### src/rtl/uart_msg_arbiter.sv
// uart_msg_arbiter: round-robin scheduler that streams fixed-length ROM messages into uart_tx.
// Optional CR/LF trailer after every message is enabled by defining UART_ARB_CRLF_EN.
module uart_msg_arbiter #(
    parameter int NUM_REQ = 4,
    parameter int MSG_LEN = 18,
    parameter int ADDR_W  = 7,
    parameter int BUSY_TO = 15
) (
    input  logic               clk,
    input  logic               rst_n,
    input  logic [NUM_REQ-1:0] req,
    output logic [NUM_REQ-1:0] done,
    output logic               busy,
    output logic [ADDR_W-1:0]  rom_addr,
    input  logic [7:0]         rom_data,
    output logic               tx_start,
    output logic [7:0]         tx_data,
    input  logic               tx_busy
);
    localparam int CNT_W = $clog2(MSG_LEN + 1);
    localparam int TO_W  = $clog2(BUSY_TO + 1);
    localparam int GID_W = (NUM_REQ > 1) ? $clog2(NUM_REQ) : 1;

    typedef enum logic [2:0] {
        S_IDLE    = 3'd0,
        S_FETCH   = 3'd1,
        S_START   = 3'd2,
        S_WAIT_HI = 3'd3,
        S_WAIT_LO = 3'd4,
        S_TAIL    = 3'd5,
        S_DONE    = 3'd6
    } state_t;

    state_t             r_state;
    state_t             w_next;
    logic [GID_W-1:0]   r_ptr;
    logic [GID_W-1:0]   r_gid;
    logic [CNT_W-1:0]   r_byte_cnt;
    logic [TO_W-1:0]    r_to_cnt;
    logic [ADDR_W-1:0]  r_rom_addr;
    logic [7:0]         r_tx_data;
    logic               r_tx_start;
    logic               r_busy;
    logic [NUM_REQ-1:0] r_done;

    logic               w_gnt_vld;
    logic [GID_W-1:0]   w_gnt_id;
    logic [GID_W-1:0]   w_idx;
    logic [ADDR_W-1:0]  w_base;
    logic               w_msg_end;
    logic               w_byte_sent;
    logic               w_in_tail;

`ifdef UART_ARB_CRLF_EN
    logic [1:0]         r_crlf_idx;
    logic               r_in_tail;
    assign w_in_tail = r_in_tail;
`else
    assign w_in_tail = 1'b0;
`endif

    // Round-robin grant: first requester at or above the pointer, with wrap.
    always_comb begin
        w_gnt_vld = 1'b0;
        w_gnt_id  = '0;
        w_idx     = '0;
        for (int k = 0; k < NUM_REQ; k++) begin
            w_idx     = GID_W'((32'(r_ptr) + 32'(k)) % 32'(NUM_REQ));
            w_gnt_id  = (req[w_idx] && !w_gnt_vld) ? w_idx : w_gnt_id;
            w_gnt_vld = w_gnt_vld | req[w_idx];
        end
    end

    assign w_base      = ADDR_W'(32'(w_gnt_id) * 32'(MSG_LEN));
    assign w_msg_end   = (rom_data == 8'h00) || (r_byte_cnt == CNT_W'(MSG_LEN));
    // A silent uart_tx (busy never rises) is treated as having taken the byte.
    assign w_byte_sent = ((r_state == S_WAIT_HI) && !tx_busy && (r_to_cnt == TO_W'(BUSY_TO - 1))) ||
                         ((r_state == S_WAIT_LO) && !tx_busy);

    // State register.
    always_ff @(posedge clk or negedge rst_n) begin
        if (!rst_n) begin
            r_state <= S_IDLE;
        end else begin
            r_state <= w_next;
        end
    end

    // Next-state decode.
    always_comb begin
        w_next = r_state;
        case (r_state)
            S_IDLE:    w_next = w_gnt_vld ? S_FETCH : S_IDLE;
            S_FETCH:   w_next = w_msg_end ? S_TAIL : S_START;
            S_START:   w_next = tx_busy ? S_START : S_WAIT_HI;
            S_WAIT_HI: begin
                if (tx_busy) begin
                    w_next = S_WAIT_LO;
                end else if (w_byte_sent) begin
                    w_next = w_in_tail ? S_TAIL : S_FETCH;
                end else begin
                    w_next = S_WAIT_HI;
                end
            end
            S_WAIT_LO: begin
                if (w_byte_sent) begin
                    w_next = w_in_tail ? S_TAIL : S_FETCH;
                end else begin
                    w_next = S_WAIT_LO;
                end
            end
`ifdef UART_ARB_CRLF_EN
            S_TAIL:    w_next = (r_crlf_idx == 2'd2) ? S_DONE : S_START;
`else
            S_TAIL:    w_next = S_DONE;
`endif
            S_DONE:    w_next = S_IDLE;
            default:   w_next = S_IDLE;
        endcase
    end

    // Datapath and registered outputs.
    always_ff @(posedge clk or negedge rst_n) begin
        if (!rst_n) begin
            r_ptr      <= '0;
            r_gid      <= '0;
            r_byte_cnt <= '0;
            r_to_cnt   <= '0;
            r_rom_addr <= '0;
            r_tx_data  <= 8'h00;
            r_tx_start <= 1'b0;
            r_busy     <= 1'b0;
            r_done     <= '0;
`ifdef UART_ARB_CRLF_EN
            r_crlf_idx <= 2'd0;
            r_in_tail  <= 1'b0;
`endif
        end else begin
            r_tx_start <= 1'b0;
            r_done     <= '0;
            case (r_state)
                S_IDLE: begin
                    if (w_gnt_vld) begin
                        r_gid      <= w_gnt_id;
                        r_byte_cnt <= '0;
                        r_rom_addr <= w_base;
                        r_busy     <= 1'b1;
`ifdef UART_ARB_CRLF_EN
                        r_crlf_idx <= 2'd0;
                        r_in_tail  <= 1'b0;
`endif
                    end
                end
                S_FETCH: begin
                    if (!w_msg_end) begin
                        r_tx_data <= rom_data;
                    end
                end
                S_START: begin
                    if (!tx_busy) begin
                        r_tx_start <= 1'b1;
                        r_to_cnt   <= '0;
                    end
                end
                S_WAIT_HI, S_WAIT_LO: begin
                    if (r_state == S_WAIT_HI) begin
                        r_to_cnt <= r_to_cnt + TO_W'(1);
                    end
                    if (w_byte_sent && !w_in_tail) begin
                        r_byte_cnt <= r_byte_cnt + CNT_W'(1);
                        r_rom_addr <= r_rom_addr + ADDR_W'(1);
                    end
                end
                S_TAIL: begin
`ifdef UART_ARB_CRLF_EN
                    r_in_tail <= 1'b1;
                    case (r_crlf_idx)
                        2'd0:    r_tx_data <= 8'h0D;
                        2'd1:    r_tx_data <= 8'h0A;
                        default: r_tx_data <= r_tx_data;
                    endcase
                    if (r_crlf_idx != 2'd2) begin
                        r_crlf_idx <= r_crlf_idx + 2'd1;
                    end
`endif
                end
                S_DONE: begin
                    r_done <= {{(NUM_REQ-1){1'b0}}, 1'b1} << r_gid;
                    r_busy <= 1'b0;
                    r_ptr  <= (r_gid == GID_W'(NUM_REQ - 1)) ? '0 : r_gid + GID_W'(1);
                end
                default: begin
                    r_busy <= 1'b0;
                end
            endcase
        end
    end

    assign done     = r_done;
    assign busy     = r_busy;
    assign rom_addr = r_rom_addr;
    assign tx_start = r_tx_start;
    assign tx_data  = r_tx_data;

endmodule

### config.mk
export PLATFORM = sky130hd
export DESIGN_NAME = uart_msg_arbiter
export DESIGN_NICKNAME = d
export VERILOG_FILES = /design/src/rtl/uart_msg_arbiter.sv
export SDC_FILE = /design/constraint.sdc
export NUM_CORES = 1
export LEC_CHECK = 0
export ABC_AREA = 1
export BUFFER_PORTS_ARGS = -buffer_cell sky130_fd_sc_hd__buf_2
export CAP_MARGIN = 20
export CORE_MARGIN = 4
export CORE_UTILIZATION = 40
export DETAILED_ROUTE_END_ITERATION = 6
export PLACE_DENSITY = 0.71
export SLEW_MARGIN = 20
export SYNTH_ARGS = -nofsm -noshare
export SYNTH_HDL_FRONTEND = slang
export SYNTH_SLANG_ARGS = --single-unit
### constraint.sdc
create_clock -name clk -period 3.49 [get_ports clk]
set_input_delay 0.698 -clock clk [delete_from_list [all_inputs] [get_ports clk]]
set_output_delay 0.698 -clock clk [all_outputs]
set_load 0.05 [all_outputs]
==> impl_metrics.yaml, run 1 <==
route:
  wl_per_cell_um: 11.2
  vias: 1777
  dr.pass1.iters: 4
  ant_nets: 0
  drtIter0Drc: 84
  via_per_inst: 4.69
  wl_um: 4230
  drc: 0
worst_setup_path:
  startpoint_type: "flop"
  critical_path_class: "reg2reg"
  cp_common_cell: "nand2_2"
  arrival_ns: 2.00
  crit_family: "simple AND/OR/NAND/NOR gates"
  critPathLaunch: "r_ptr[0]"
  cp_slowest_cell: "dfrtp_1"
  rr_endpoint: "rom_addr[4]"
  cp_cell_sequence: "inv_2 > nand2_1 > nand2_2 > nand2_2 > nand2_2 > nor2_4 > nand3_2 > nand2_4 > nand2_4 > nor2_2 > a21oi_2"
  rr_startpoint: "r_ptr[0]"
  r2r_slack_ns: 1.67
  path_buf_inv: 1
  r2r_cells: 11
  cpPeakStageDelay_ns: 0.59
  path_max_fanout: 11
  endpoint_kind: "flop"
  crit_required_ns: 3.67
floorplan:
  rows: 26
  core_sq_mm: 0.00511
  die_w_um: 80.8
  start_util_pct: 41.5
  io_pins: 36
  dieArea_sq_mm: 0.00653
  die_h_um: 80.8
cts:
  cts_tree: "done"
  cts_hold_buf: 0
  clock_path_buffers: 2
  root_buffer: "clkbuf_8"
  postCtsSetupBuffers: 0
  clock_sinks: 37
  clk_latency_ns: 0.29
  clkSlewWorstSetupHoldPaths_ns: 0.08
  cts_max_level: 2
  cts_buffers: 5
  cts_resized: 0
global_routing:
  grt_max_degree: 38
  antenna_found_initial: 0
  grtUsageTotal_pct: 14.4
  grt_pass1_vias: 1694
  grt_pass1_wl_um: 7410
  overflow: 0
hold_path:
  worstHoldPathType: "reg2reg"
  holdPathStages: 2
  min-delay-start: "tx_data[4]"
  hold_end: "tx_data[4]"
place:
  io_buffers: 35
  gp_congestion: 0.861
  dpl_cell_area_sq_mm: 0.00237
  dp_hpwl_um: 3120
cells_and_area:
  register_area_sq_um: 926
  drive_gt1_share_pct: 25.6
  nets: 332
  nFillCells: 525
  area_delta_synth_final_pct: 15.9
  final_cell_area_sq_mm: 0.00246
  multi_input_area_sq_mm: 0.00105
  antenna_cells: 0
synthesis:
  synth_seq_cells: 37
  synth_top_area_share_pct: 43.7
  syn_nets: 291
  yosysUniqueCellTypes: 29
  synth_area_sq_mm: 0.00212
  synth_area_leaders: "dfrtp_1, nand2_1, ha_1"
  ys_warn_count: 0
  synth-async-reset-ratio_pct: 100
  synth.avg_cell_area_sq_um: 7.94
  synth_cells: 267
  ys.flop_type: "dfrtp_1"
  synth-edff-count: 0
  synth_top_area_cell: "dfrtp_1"
  yosysSeqAreaShare_pct: 43.7
timing:
  rsz0062_at_grt: "false"
  fin_worst_skew_ns: 0.00451
  report.final.hold_viol_count: 0
  setup_tns_ns: 0
  relSlewSlack_pct: 43.8
  fin_crit_ns: 1.82
  slew_viol_final: 0
  fmax_ghz: 0.550
  finalSetupViolCount: 0
  tightest_slew_ns: 0.842
  fin_crit_sh_pct: 52.1
pwr:
  power.density_mw_per_mm2: 946
  leakage_nw: 1.33
  ir_worst_vdd_uv: 379
  power_mw: 2.32
run_status:
  status: "finished, final reports clean"
run:
  maxCapViolCount: 0
==> routing by layer <==
layer	GRT usage (%)	vias to the layer above	wire length, um	share of wire [%]
met3	3.55	7	164	3.9
met4	4.22	0	55	1.3
met5	0	-	0	0
met2	23.5	30	1930	46
li1	-	924	-	-
met1	19.0	816	2080	49
==> power breakdown <==
group / total [mW] / leakage [nW] / internal, mW / switching, mW
Combinational: 1.29 / 0.805 / 0.356 / 0.934
Sequential: 0.737 / 0.478 / 0.584 / 0.153
Clock: 0.298 / 0.0439 / 0.138 / 0.160
==> kinds of logic (layout without fill, tap and decap cells) <==
kind of cell	Yosys count	count (layout)	synth area share [%]
xor+xnor	8	8	3.31
flops	37	37	43.7
compound gates	26	26	7.73
simple gates	152	152	33.4
buf+inv	35	77	6.55
fa+ha+maj	9	9	5.31
==> worst register-to-register path: cells and delay by family (launching register included) <==
family                 cells  cell delay [ns]
buffers and inverters      1             0.16
flip-flops                 1             0.59
AND/OR/NAND/NOR            9             0.93
AO/OA/AOI/OAI              1             0.04
==> worst max-delay path by stage <==
stage | to | depth (start not counted)
floorplan | rom_addr[4] | 10
global placement | r_state[1] | 7
detailed placement | r_state[1] | 7
CTS | rom_addr[4] | 11
global route | rom_addr[4] | 11
finish | rom_addr[4] | 11
==> sequential cells by signal (all words and copies together), names as in the netlist <==
name and count:
r_gid 2, busy 1, r_to_cnt 4, r_byte_cnt 5, r_ptr 2, rom_addr 7, r_state 3, done 4
tx_data 8, tx_start 1
==> area by class of cell <==
class                      instances  area share [%]
clock buffer                       5            2.80
clock inverter                     3           0.713
inverter                          34            5.19
multi-input combinational        195            42.9
sequential                        37            37.7
tap                               70            3.56
timing repair buffer              35            7.13
==> placed cells by master, fill, tap and decap left out, types with 3 or more instances in the layout <==
cell type  instances
a21oi_1            5
buf_2             35
clkbuf_8           5
dfrtp_1           37
ha_1               9
inv_1             28
inv_2              6
nand2_1           80
nand2_2           10
nand3_1           17
nand3_2            4
nand4_1            3
nor2_1            18
nor2_2             7
nor3_1             5
o21ai_0            7
o21ai_1            5
o21ai_2            3
xor2_1             8
==> through the flow <==
step | hold slack [ns] | utilization [%] | cells | setup WS [ns]
after global routing | 0.489 | 48.1 | 379 | 1.49
after floorplan | 0.402 | - | 267 | 1.84
after detailed placement | 0.454 | 46.4 | 371 | 1.55
after CTS | 0.473 | 48.1 | 379 | 1.69
final | 0.470 | 48.1 | 379 | 1.67
after global placement | 0.450 | 46.4 | 371 | 1.58
==> synth_stat cells, types with 2 or more instances <==
| library cell | n |
|---|---|
| a21oi_1 | 5 |
| and3_1 | 2 |
| dfrtp_1 | 37 |
| ha_1 | 9 |
| inv_1 | 28 |
| inv_2 | 6 |
| nand2_1 | 80 |
| nand2_2 | 10 |
| nand2_4 | 2 |
| nand3_1 | 17 |
| nand3_2 | 4 |
| nand4_1 | 3 |
| nor2_1 | 18 |
| nor2_2 | 7 |
| nor3_1 | 5 |
| nor4_1 | 2 |
| o21ai_0 | 7 |
| o21ai_1 | 5 |
| o21ai_2 | 3 |
| xor2_1 | 8 |
Power figures use the tool's default switching activity.
==> run 2: changes to the inputs <==
--- a/config.mk
+++ b/config.mk
@@ -5,13 +5,13 @@
 export SDC_FILE = /design/constraint.sdc
 export NUM_CORES = 1
 export LEC_CHECK = 0
-export ABC_AREA = 1
+export ABC_AREA = 0
 export BUFFER_PORTS_ARGS = -buffer_cell sky130_fd_sc_hd__buf_2
 export CAP_MARGIN = 20
 export CORE_MARGIN = 4
 export CORE_UTILIZATION = 40
 export DETAILED_ROUTE_END_ITERATION = 6
-export PLACE_DENSITY = 0.71
+export PLACE_DENSITY = 0.72
 export SLEW_MARGIN = 20
 export SYNTH_ARGS = -nofsm -noshare
 export SYNTH_HDL_FRONTEND = slang
==> constraint.sdc (replaced) <==
create_clock -name clk -period 1.8 [get_ports clk]
set_input_delay 0.36 -clock clk [delete_from_list [all_inputs] [get_ports clk]]
set_output_delay 0.36 -clock clk [all_outputs]
set_load 0.05 [all_outputs]
==> run 2 against run 1 <==
Maximum frequency is 4.0% higher. Hold slack got worse by 0.37 ns. Design area rose by 3.6%. Setup slack lost 1.6 ns. Wire length grew 4.1%. Register-to-register slack worse by 1.6 ns. Critical endpoint is now r_byte_cnt[4]. Synthesized area shrank 8.4%.
==> impl_metrics.yaml, run 2 <==
run_status:
  status: "finished, final reports clean"
synthesis:
  yosysMostFrequentCell: "dfrtp_1"
  synth-async-reset-ratio_pct: 100
  synth_top_area_cell: "dfrtp_1"
  yosysUniqueCellTypes: 44
  ys_top_cells_by_count: "dfrtp_1, o21ai_0, nor2_1"
  syn_nets: 204
  synth_cells: 180
  synth_area_sq_mm: 0.00194
  synth_seq_cells: 37
  ys_warn_count: 0
  yosysSeqAreaShare_pct: 47.7
  ys.flop_type: "dfrtp_1"
  synth-edff-count: 0
  synth_top_area_share_pct: 47.7
  synth.avg_cell_area_sq_um: 10.8
  synth_area_leaders: "dfrtp_1, mux2_4, ha_1"
worst_setup_path:
  cp.depth: 5
  cpPeakStageDelay_ns: 0.50
  arrival_ns: 1.98
  critical_path_class: "reg2reg"
  crit_required_ns: 2.03
  path_buf_inv: 1
  crit_family: "simple AND/OR/NAND/NOR gates"
  path_max_fanout: 7
  startpoint_type: "flop"
  r2r_cells: 5
  cp_cell_sequence: "buf_4 > nor4b_4 > a21oi_4 > or4_1 > a21oi_2"
  endpoint_kind: "flop"
  rr_startpoint: "r_state[1]"
  rr_endpoint: "r_byte_cnt[4]"
  r2r_slack_ns: 0.05
  cp_slowest_cell: "or4_1"
pwr:
  p_sw_share_pct: 44.6
  leakage_nw: 1.22
  clockPowerShare_pct: 14.2
  p_sw_mw: 1.84
  ir_worst_vdd_uv: 573
  power_mw: 4.14
  p_seq_share_pct: 32.2
  combPwrFrac_pct: 53.5
  p_int_mw: 2.29
  power.density_mw_per_mm2: 1630
floorplan:
  start_util_pct: 41.1
  rows: 25
  die_h_um: 77.7
  die_w_um: 77.7
  core_sq_mm: 0.00472
  dieArea_sq_mm: 0.00603
  io_pins: 36
route:
  ant_nets: 0
  drc: 0
  wl_per_cell_um: 14.0
  wl_um: 4410
  via_per_inst: 5.20
  dr.pass1.iters: 4
  vias: 1632
  drtIter0Drc: 88
cts:
  clock_path_buffers: 2
  clk_latency_ns: 0.29
  cts_max_level: 2
  clkSlewWorstSetupHoldPaths_ns: 0.07
  root_buffer: "clkbuf_8"
  cts_buffers: 5
  clock_sinks: 37
  cts_tree: "done"
  cts_hold_buf: 0
place:
  dpl_cell_area_sq_mm: 0.00236
  dp_hpwl_um: 3070
  place_ws_ns: -0.130
  gp_congestion: 0.806
  io_buffers: 35
global_routing:
  grt_pass1_vias: 1590
  grtUsageTotal_pct: 15.4
  grt_max_degree: 38
  antenna_found_initial: 0
  overflow: 0
  grt_pass1_wl_um: 7360
cells_and_area:
  antenna_cells: 0
  layout_common_cells: "dfrtp_1, buf_2, buf_4"
  final_core_utilization_pct: 53.9
  largest_register_ffs: 8
  layout_commonest_cell: "dfrtp_1"
  nFillCells: 432
  area_delta_synth_final_pct: 31.1
  nets: 271
  final_cell_area_sq_mm: 0.00255
  drive_gt1_share_pct: 40.1
timing:
  tightest_slew_ns: 0.765
  setup_ws_ns: 0.0515
  fin_crit_ns: 1.75
  relSlewSlack_pct: 48.6
  fin_worst_skew_ns: 0.00861
  fmax_ghz: 0.572
  fin_crit_sh_pct: 97.1
  report.final.hold_viol_count: 0
  slew_viol_final: 0
  finalSetupViolCount: 0
run:
  maxCapViolCount: 0
hold_path:
  worstHoldPathType: "in2async"
[run 2: changes by cell type after synthesis, moves of 8 or more]
cell / delta
mux2_4: +8
o21ai_0: +9
inv_1: -20
nand2_2: -10
nand2_1: -70
nand3_1: -9
[run 2: worst max-delay path by stage]
stage | start | to | slack (ns)
floorplan | r_byte_cnt[0] | tx_data[0] | 0.03
global placement | req[0] | rom_addr[1] | -0.04
detailed placement | req[1] | r_gid[0] | -0.13
CTS | r_state[0] | rom_addr[4] | 0.002
global route | r_state[1] | rom_addr[6] | -0.02
finish | r_state[1] | r_byte_cnt[4] | 0.05
[run 2: layout make-up]
class	count	area (sq um)	area share, %
multi-input cells	131	1010	39.9
flip-flops and latches	37	926	36.4
repair buffers	64	405	15.9
clock buffers	7	86.3	3.39
well taps	67	83.8	3.29
inverters	8	30.0	1.18
[run 2: through the flow]
step,hold slack [ns],cells,setup TNS (ns)
floorplan,0.0644,180,0
global placement,0.431,300,-0.150
detailed placement,0.438,300,-0.592
CTS,0.129,307,0
global route,0.152,314,-0.0355
finish,0.103,314,0
[run 2: layer usage]
metal	vias to the layer above	GRT usage (%)	routed length, um
li1	802	-	-
met3	8	3.94	256
met2	49	24.1	2060
met1	773	19.9	2000
met5	-	0	0
met4	0	6.94	86
[run 2: kinds of logic after synthesis]
logic type / count (synthesis) / synth area share, %
AO/OA/AOI/OAI: 47 / 16.6
XOR/XNOR: 1 / 0.451
adder cells (fa/ha/maj): 9 / 5.80
buffers and inverters: 13 / 2.77
flip-flops: 37 / 47.7
multiplexers: 11 / 7.93
AND/OR/NAND/NOR: 62 / 18.8
[run 2: timing repair]
item,in CTS,in global routing
gates cloned,0,1
pin swaps,0,4
buffers inserted,0,6
resized for setup,3,7
setup endpoints to repair,9,16
hold endpoints to repair,0,0
[run 2: power groups by stage]
stage	logic, mW	clock network, mW	registers [mW]
6_report	2.22	0.588	1.33
5_1_grt	2.41	0.645	1.38
4_1_cts	2.16	0.603	1.33
3_5_place_dp	2.13	0	1.34
3_3_place_gp	2.12	0	1.33
2_1_floorplan	0.936	0	1.89
